==> src/rtl/pc_gen_if.sv <==
// pc_gen_if: control inputs and PC status outputs of the program-counter generator
interface pc_gen_if #(parameter int XLEN = 32);
  logic            wr_im;
  logic            start;
  logic            stall;
  logic            branch;
  logic [XLEN-1:0] branch_target;
  logic            trap;
  logic            mret;
  logic            halt_req;
  logic            resume;
  logic [XLEN-1:0] pc;
  logic [XLEN-1:0] epc;
  logic            pc_valid;
  logic            misalign;
  logic [1:0]      state_o;
  modport master (
    output wr_im, start, stall, branch, branch_target, trap, mret, halt_req, resume,
    input  pc, epc, pc_valid, misalign, state_o
  );
  modport slave (
    input  wr_im, start, stall, branch, branch_target, trap, mret, halt_req, resume,
    output pc, epc, pc_valid, misalign, state_o
  );
endinterface

==> src/rtl/pc_gen.sv <==
// pc_gen: program counter for load/run/halt phases with trap redirect, EPC capture and trap return
module pc_gen #(
  parameter int              XLEN        = 32,
  parameter int              INST_BYTES  = 4,
  parameter logic [XLEN-1:0] LOAD_BASE   = '0,
  parameter logic [XLEN-1:0] BOOT_ADDR   = '0,
  parameter logic [XLEN-1:0] TRAP_VEC    = 'h100,
  parameter int              ALIGN_CHECK = 1
) (
  input logic       clk,
  input logic       rst,
  pc_gen_if.slave   bus
);
  typedef enum logic [1:0] {IDLE = 2'd0, LOAD = 2'd1, RUN = 2'd2, HALT = 2'd3} state_t;
  localparam logic [XLEN-1:0] STEP = XLEN'(INST_BYTES);
  localparam logic [XLEN-1:0] MASK = XLEN'(INST_BYTES - 1);
  state_t          state;
  logic [XLEN-1:0] pc;
  logic [XLEN-1:0] epc;
  logic            mis_q;
  logic            bad_tgt;
  assign bad_tgt = (ALIGN_CHECK != 0) && bus.branch && !bus.stall && ((bus.branch_target & MASK) != '0);
  always_ff @(posedge clk or posedge rst) begin
    if (rst) begin
      state <= IDLE;
      pc    <= LOAD_BASE;
      epc   <= '0;
      mis_q <= 1'b0;
    end else begin
      mis_q <= 1'b0;
      case (state)
        IDLE: if (bus.wr_im) begin
          state <= LOAD;
          pc    <= pc + STEP;
        end
        LOAD: if (bus.start) begin
          state <= RUN;
          pc    <= BOOT_ADDR;
        end else if (bus.wr_im) pc <= pc + STEP;
        RUN: if (bus.trap || bad_tgt) begin
          epc   <= pc;
          pc    <= TRAP_VEC;
          mis_q <= !bus.trap;
        end else if (bus.mret) pc <= epc;
        else if (bus.halt_req) state <= HALT;
        else if (bus.stall) pc <= pc;
        else if (bus.branch) pc <= bus.branch_target;
        else pc <= pc + STEP;
        HALT: if (bus.resume) state <= RUN;
        default: state <= IDLE;
      endcase
    end
  end
  assign bus.pc       = pc;
  assign bus.epc      = epc;
  assign bus.misalign = mis_q;
  assign bus.state_o  = state;
  assign bus.pc_valid = (state == RUN) && !bus.stall;
endmodule
==> src/flat_wrapper.sv <==
// flat-port wrapper written by rule: the top's interface ports become plain ports
module pc_gen_flat 
#(
  parameter int              XLEN        = 32,
  parameter int              INST_BYTES  = 4,
  parameter logic [XLEN-1:0] LOAD_BASE   = '0,
  parameter logic [XLEN-1:0] BOOT_ADDR   = '0,
  parameter logic [XLEN-1:0] TRAP_VEC    = 'h100,
  parameter int              ALIGN_CHECK = 1
)
  (clk, rst, bus_wr_im, bus_start, bus_stall, bus_branch, bus_branch_target, bus_trap, bus_mret, bus_halt_req, bus_resume, bus_pc, bus_epc, bus_pc_valid, bus_misalign, bus_state_o);
  pc_gen_if #(.XLEN(XLEN)) bus_i ();
  input logic clk;
  input logic rst;
  input wire logic [$bits(bus_i.wr_im)-1:0] bus_wr_im;
  input wire logic [$bits(bus_i.start)-1:0] bus_start;
  input wire logic [$bits(bus_i.stall)-1:0] bus_stall;
  input wire logic [$bits(bus_i.branch)-1:0] bus_branch;
  input wire logic [$bits(bus_i.branch_target)-1:0] bus_branch_target;
  input wire logic [$bits(bus_i.trap)-1:0] bus_trap;
  input wire logic [$bits(bus_i.mret)-1:0] bus_mret;
  input wire logic [$bits(bus_i.halt_req)-1:0] bus_halt_req;
  input wire logic [$bits(bus_i.resume)-1:0] bus_resume;
  output wire logic [$bits(bus_i.pc)-1:0] bus_pc;
  output wire logic [$bits(bus_i.epc)-1:0] bus_epc;
  output wire logic [$bits(bus_i.pc_valid)-1:0] bus_pc_valid;
  output wire logic [$bits(bus_i.misalign)-1:0] bus_misalign;
  output wire logic [$bits(bus_i.state_o)-1:0] bus_state_o;
  assign bus_i.wr_im = bus_wr_im;
  assign bus_i.start = bus_start;
  assign bus_i.stall = bus_stall;
  assign bus_i.branch = bus_branch;
  assign bus_i.branch_target = bus_branch_target;
  assign bus_i.trap = bus_trap;
  assign bus_i.mret = bus_mret;
  assign bus_i.halt_req = bus_halt_req;
  assign bus_i.resume = bus_resume;
  assign bus_pc = bus_i.pc;
  assign bus_epc = bus_i.epc;
  assign bus_pc_valid = bus_i.pc_valid;
  assign bus_misalign = bus_i.misalign;
  assign bus_state_o = bus_i.state_o;
  pc_gen #(.XLEN(XLEN), .INST_BYTES(INST_BYTES), .LOAD_BASE(LOAD_BASE), .BOOT_ADDR(BOOT_ADDR), .TRAP_VEC(TRAP_VEC), .ALIGN_CHECK(ALIGN_CHECK)) u_core (.clk(clk), .rst(rst), .bus(bus_i));
endmodule
==> config.mk <==
export PLATFORM = sky130hd
export DESIGN_NAME = pc_gen_flat
export DESIGN_NICKNAME = d
export VERILOG_FILES = /design/src/rtl/pc_gen_if.sv /design/src/rtl/pc_gen.sv /design/src/flat_wrapper.sv
export SDC_FILE = /design/constraint.sdc
export NUM_CORES = 1
export LEC_CHECK = 0
export ABC_AREA = 1
export BUFFER_PORTS_ARGS = -buffer_cell sky130_fd_sc_hd__clkbuf_2
export CAP_MARGIN = 20
export CORE_UTILIZATION = 55
export DETAILED_ROUTE_END_ITERATION = 8
export GPL_ROUTABILITY_DRIVEN = 0
export PLACE_DENSITY = 0.82
export SETUP_SLACK_MARGIN = 0.05
export SYNTH_ARGS = -nofsm -noshare
export SYNTH_HDL_FRONTEND = slang
export SYNTH_SLANG_ARGS = --single-unit
==> constraint.sdc <==
create_clock -name clk -period 2.41 [get_ports clk]
set_clock_uncertainty 0.05 [all_clocks]
set_input_delay 0 -clock clk [delete_from_list [all_inputs] [get_ports clk]]
set_output_delay 0 -clock clk [all_outputs]
set_load 0.005 [all_outputs]
Word level (Yosys, flattened, before mapping)
Cells that the tools add are included.
{"block": "op_classes", "addsub": 1, "n_eq_ne": 11, "mux": 17, "n_reduce_logical": 12}
{"operator": "32-bit 2-to-1 mux", "n": 7}
{"operator": "32-bit case mux with 3 select lines", "n": 1}
{"operator": "32-bit by 3-bit adder with 32-bit output, second input constant", "n": 1}
{"operator": "32-bit nonzero test", "n": 1}
{"operator": "2-bit 2-to-1 mux", "n": 6}
{"operator": "2-bit != test, second input constant", "n": 6}
{"operator": "4-bit by 3-bit != test with 1-bit output, second input constant", "n": 2}
{"operator": "2-bit case mux with 4 select lines", "n": 1}
{"operator": "6-bit AND reduction", "n": 1}
{"operator": "2-bit == test, second input constant", "n": 2}
{"operator": "1-bit logical AND", "n": 3}
{"operator": "3-bit AND reduction", "n": 1}
{"operator": "3-bit nonzero test", "n": 1}
{"operator": "2-bit by 1-bit == test with 1-bit output, second input constant", "n": 1}
{"operator": "1-bit logical NOT", "n": 2}
{"operator": "2-bit logical NOT", "n": 1}
{"operator": "1-bit 2-to-1 mux", "n": 2}
{"operator": "2-bit AND reduction", "n": 1}
{"operator": "1-bit logical OR", "n": 1}
{"block": "totals", "reg_bits": 67, "wordCells": 45}

Depth between registers and ports, before layout
{"block": "logic_depth", "word_depth": 7, "depth_mapped": 13}

Worst setup path after synthesis
No wires, ideal clock.
{"block": "synth_path", "path_kind": "register -> register", "startpoint": "reg u_core.state[0], in the netlist u_core.bus.state_o[0]", "endpoint": "reg u_core.pc[13], in the netlist u_core.bus.pc[13]", "setup_ns": 0.118, "t_arrival_ns": 1.723, "setup_slack_ns": 0.519, "stages_incl_launch_ff": 13, "path_cell_list": "dfrtp_1 > inv_1 > ha_1 > inv_1 > nor2_1 > inv_1 > nand2_1 > inv_1 > buf_4 > nand3_1 > nand3_1 > a21oi_1 > nor2_1"}
{"block": "synth_between", "elab_chain_cells": 3, "word_cells_on_any_way": 8}
{"item": "start, declared", "line_no": "pc_gen.sv:17", "rtl": "state_t state;"}
{"item": "start signal, assigned", "line_no": "pc_gen.sv:25", "rtl": "state <= IDLE;"}
{"item": "start signal, assigned", "line_no": "pc_gen.sv:33", "rtl": "state <= LOAD;"}
{"item": "start signal, assigned", "line_no": "pc_gen.sv:37", "rtl": "state <= RUN;"}
{"item": "2-bit == test, or another cell as far along", "line_no": "pc_gen.sv:31", "rtl": "case (state)"}
{"item": "4-bit by 3-bit != test with 1-bit output (no source line) or 3-bit nonzero test (tied branches)"}
{"item": "3-bit AND reduction (no source line)"}
{"item": "end signal, assigned", "line_no": "pc_gen.sv:34", "rtl": "pc <= pc + STEP;"}
{"item": "end signal, assigned", "line_no": "pc_gen.sv:39", "rtl": "end else if (bus.wr_im) pc <= pc + STEP;"}
{"item": "end signal, assigned", "line_no": "pc_gen.sv:44", "rtl": "end else if (bus.mret) pc <= epc;"}
{"item": "end, declared", "line_no": "pc_gen.sv:18", "rtl": "logic [XLEN-1:0] pc;"}
Parallel ways exist; a longest one is shown, timed or not.
A chain may end at the register's enable or synchronous reset.

Final worst setup path
{"block": "layout_path", "startpoint": "reg u_core.state[1], in the netlist u_core.bus.state_o[1]", "endpoint": "reg u_core.pc[11], in the netlist u_core.bus.pc[11]"}
The elaborated chain is that of the path after synthesis.

==> impl_metrics.json <==
{
  "status": "finished with violations",
  "violations": "hold timing",
  "rr_startpoint": "u_core.bus.state_o[1]",
  "layout.nets": 909,
  "place_hpwl_mm": 10.5,
  "antenna_found_initial": 0,
  "min_period_ps": 2200,
  "clock_sinks": 67,
  "ir_drop_mv": 0.856,
  "ys_async_sr_fraction": 1.00,
  "path_max_fanout": 19,
  "yosys_warnings": 0,
  "holdWs_ps": -7.83,
  "row_count": 33,
  "start_util": 0.573,
  "cp.required_ps": 2600,
  "vias_per_cell": 5.66,
  "relSlewSlack": 0.539,
  "p_leak_nw": 2.92,
  "r2r-end": "u_core.bus.pc[11]",
  "p_clk_frac": 0.142,
  "synth_compound_area_frac": 0.151,
  "vias": 5495,
  "crit_path_start_kind": "flip-flop",
  "io_buffers": 109,
  "dr.pass1.iters": 6,
  "layout-drive-gt1-share": 0.206,
  "p_switching_mw": 3.28,
  "clk_path_buf_depth": 2,
  "wire_per_inst_um": 15.8,
  "synth_enable_flop_cells": 0,
  "setup_viol": 0,
  "final_max_slew_viol_count": 0,
  "r2r_slack_ps": 210,
  "synthDistinctLibCells": 35,
  "fillers": 727,
  "clk_pin_slew_ps": 70,
  "reg2regPathDepth": 12,
  "drc": 0,
  "synth_top_family_by_area": "simple AND/OR/NAND/NOR gates",
  "whs_path_depth": 5,
  "syn_nets": 786,
  "combPwrFrac": 0.523,
  "ant_nets": 0,
  "syn-mean-instance-area_um2": 6.45,
  "p_int_mw": 3.52,
  "fin_tns_setup_ps": 0,
  "hold_viol": 1,
  "grt_pass1_wl_mm": 23.8,
  "end_kind": "flip-flop",
  "grt_pass1_vias": 5070,
  "synthXorXnorAreaFrac": 0.0129,
  "cts_max_level": 3,
  "rsz0062_at_grt": "no",
  "first_iter_violations": 511,
  "die_w_um": 95,
  "die-area_um2": 9030,
  "syn-instance-count": 738,
  "p_seq_frac": 0.335,
  "synth.area.mux_share": 0.00710,
  "wl_mm": 15.3,
  "root_buffer": "clkbuf_8",
  "die_y_um": 95,
  "min_from": "bus_branch_target[6]",
  "diodes": 0,
  "grt_overflow_total": 0,
  "grt_usage": 0.346,
  "yosys.area_share.simple": 0.385,
  "synth_flop_cell": "dfrtp_1",
  "cts_buffers": 9,
  "hold_path.class": "in2reg",
  "cts_tree": "built",
  "pin_count": 110,
  "synth_area_um2": 4760,
  "tightest_slew_ps": 691,
  "hold_end": "u_core.bus.pc[6]",
  "coreArea_um2": 8300,
  "drv_cap": 0,
  "fmax_mhz": 455,
  "clkLatencyLatePin_ps": 350,
  "synthAdderAreaFrac": 0.0158,
  "ys_seq_elements": 67,
  "grt_max_degree": 43,
  "crit_type": "reg2reg",
  "p_sw_frac": 0.483,
  "cellPowerDensity_nw_per_um2": 1170,
  "critPathArrivalTime_ps": 2390,
  "areaGrowthSynthToFinish_pct": 22.2,
  "ys_seq_area_frac": 0.352,
  "min_period_over_period": 0.913
}
worst max-delay path, stage by stage, from the launching register on:
cell and delay, ps:
dfrtp_1 430, inv_1 110, ha_1 300, inv_1 90, nor2_2 170, inv_1 130
nand2_1 90, inv_1 120, buf_12 180, nand3_1 90, nand3_1 90, a21oi_1 170
nor2_1 50
synthesized netlist by cell type, types with 7 or more instances:
cell,count,area (um^2)
a21oi_1,63,315
dfrtp_1,67,1680
nor2_2,12,75.1
inv_1,51,191
o211ai_1,8,60.1
clkbuf_1,15,56.3
nand2_1,223,837
buf_2,10,50.1
nor2_1,118,443
o21ai_0,51,255
nand2_2,7,43.8
nand3_1,58,290
state kept, by name, summed over array words and instances (netlist names):
register	cells
u_core.bus.epc	32
u_core.bus.pc	32
u_core.bus.state_o	2
u_core.bus.misalign	1
power groups by stage:
stage / logic (mW) / registers [mW] / clock network, mW
global route: 3.98 / 2.34 / 1.01
CTS: 3.45 / 2.25 / 0.970
global placement: 3.28 / 2.24 / 0
finish: 3.56 / 2.28 / 0.965
floorplan: 2.27 / 2.16 / 0
detailed placement: 3.41 / 2.27 / 0
placed cells by master (no fill, tap or decap), types with 2 or more instances in the layout:
cell type	n
buf_12	2
o211ai_1	8
clkbuf_8	11
ha_1	6
inv_1	49
dlygate4sd3_1	16
xor2_1	6
nor3_1	3
clkinvlp_4	2
nand4_1	3
dfrtp_1	67
nand2_4	2
o21ai_1	4
clkbuf_2	109
a22oi_1	2
nand2_1	223
nand2_2	7
buf_4	16
o21ai_0	51
o22ai_1	4
nor2_2	12
or2_2	2
clkbuf_1	2
mux2_2	3
nand3_1	58
nor2_1	117
inv_2	2
nor2_4	4
a21oi_1	63
layout make-up:
class                   count  area (um^2)  share of cell area
repair inverters            1         7.51             0.00129
flip-flops and latches     67         1680               0.288
clock inverters             2         35.0             0.00603
multi-input cells         585         2730               0.469
clock buffers              13          159              0.0273
inverters                  54          209              0.0360
repair buffers            143          866               0.149
well taps                 105          131              0.0226
cells by family (layout without fill, tap and decap cells):
group / after synthesis / in the layout
and+or+nand+nor: 434 / 434
AOI/OAI and AO/OA: 135 / 135
buffers and inverters: 86 / 213
DFF: 67 / 67
xor gates and xnor gates: 7 / 7
adders and majority gates: 6 / 6
muxes: 3 / 3
routing by layer:
metal | vias up | wire length, um | track usage
met5 | - | 0 | 0
met4 | 0 | 453 | 0.172
met3 | 47 | 1520 | 0.0644
met2 | 334 | 7260 | 0.571
met1 | 2488 | 6080 | 0.431
li1 | 2626 | - | -
through the flow:
step | setup slack (ps) | instance area (um^2) | cells | utilization | total power, mW
2_1_floorplan | 519 | 4760 | 738 | - | 4.42
3_3_place_gp | 332 | 5420 | 935 | 0.653 | 5.53
3_5_place_dp | 174 | 5420 | 935 | 0.653 | 5.68
4_1_cts | 160 | 5770 | 966 | 0.695 | 6.67
5_1_grt | 50.5 | 5810 | 970 | 0.700 | 7.33
6_report | 210 | 5810 | 970 | 0.700 | 6.81
how the worst max path moves through the flow:
stage | from | to | slack, ps
after global routing | u_core.bus.state_o[1] | u_core.bus.pc[11] | 50
after detailed placement | u_core.bus.state_o[0] | u_core.bus.pc[4] | 170
after CTS | u_core.bus.state_o[0] | u_core.bus.pc[4] | 160
final | u_core.bus.state_o[1] | u_core.bus.pc[11] | 210
after global placement | u_core.bus.state_o[0] | u_core.bus.pc[4] | 330
after floorplan | u_core.bus.state_o[0] | u_core.bus.pc[13] | 520
repair_timing:
action,4_1_cts,5_1_grt
setup buffers,0,3
hold buffers,16,0
endpoints found under the hold margin,43,0
setup endpoints to repair,0,19
resized for setup,0,4
No activity file was read; power rests on OpenSTA's default activity.
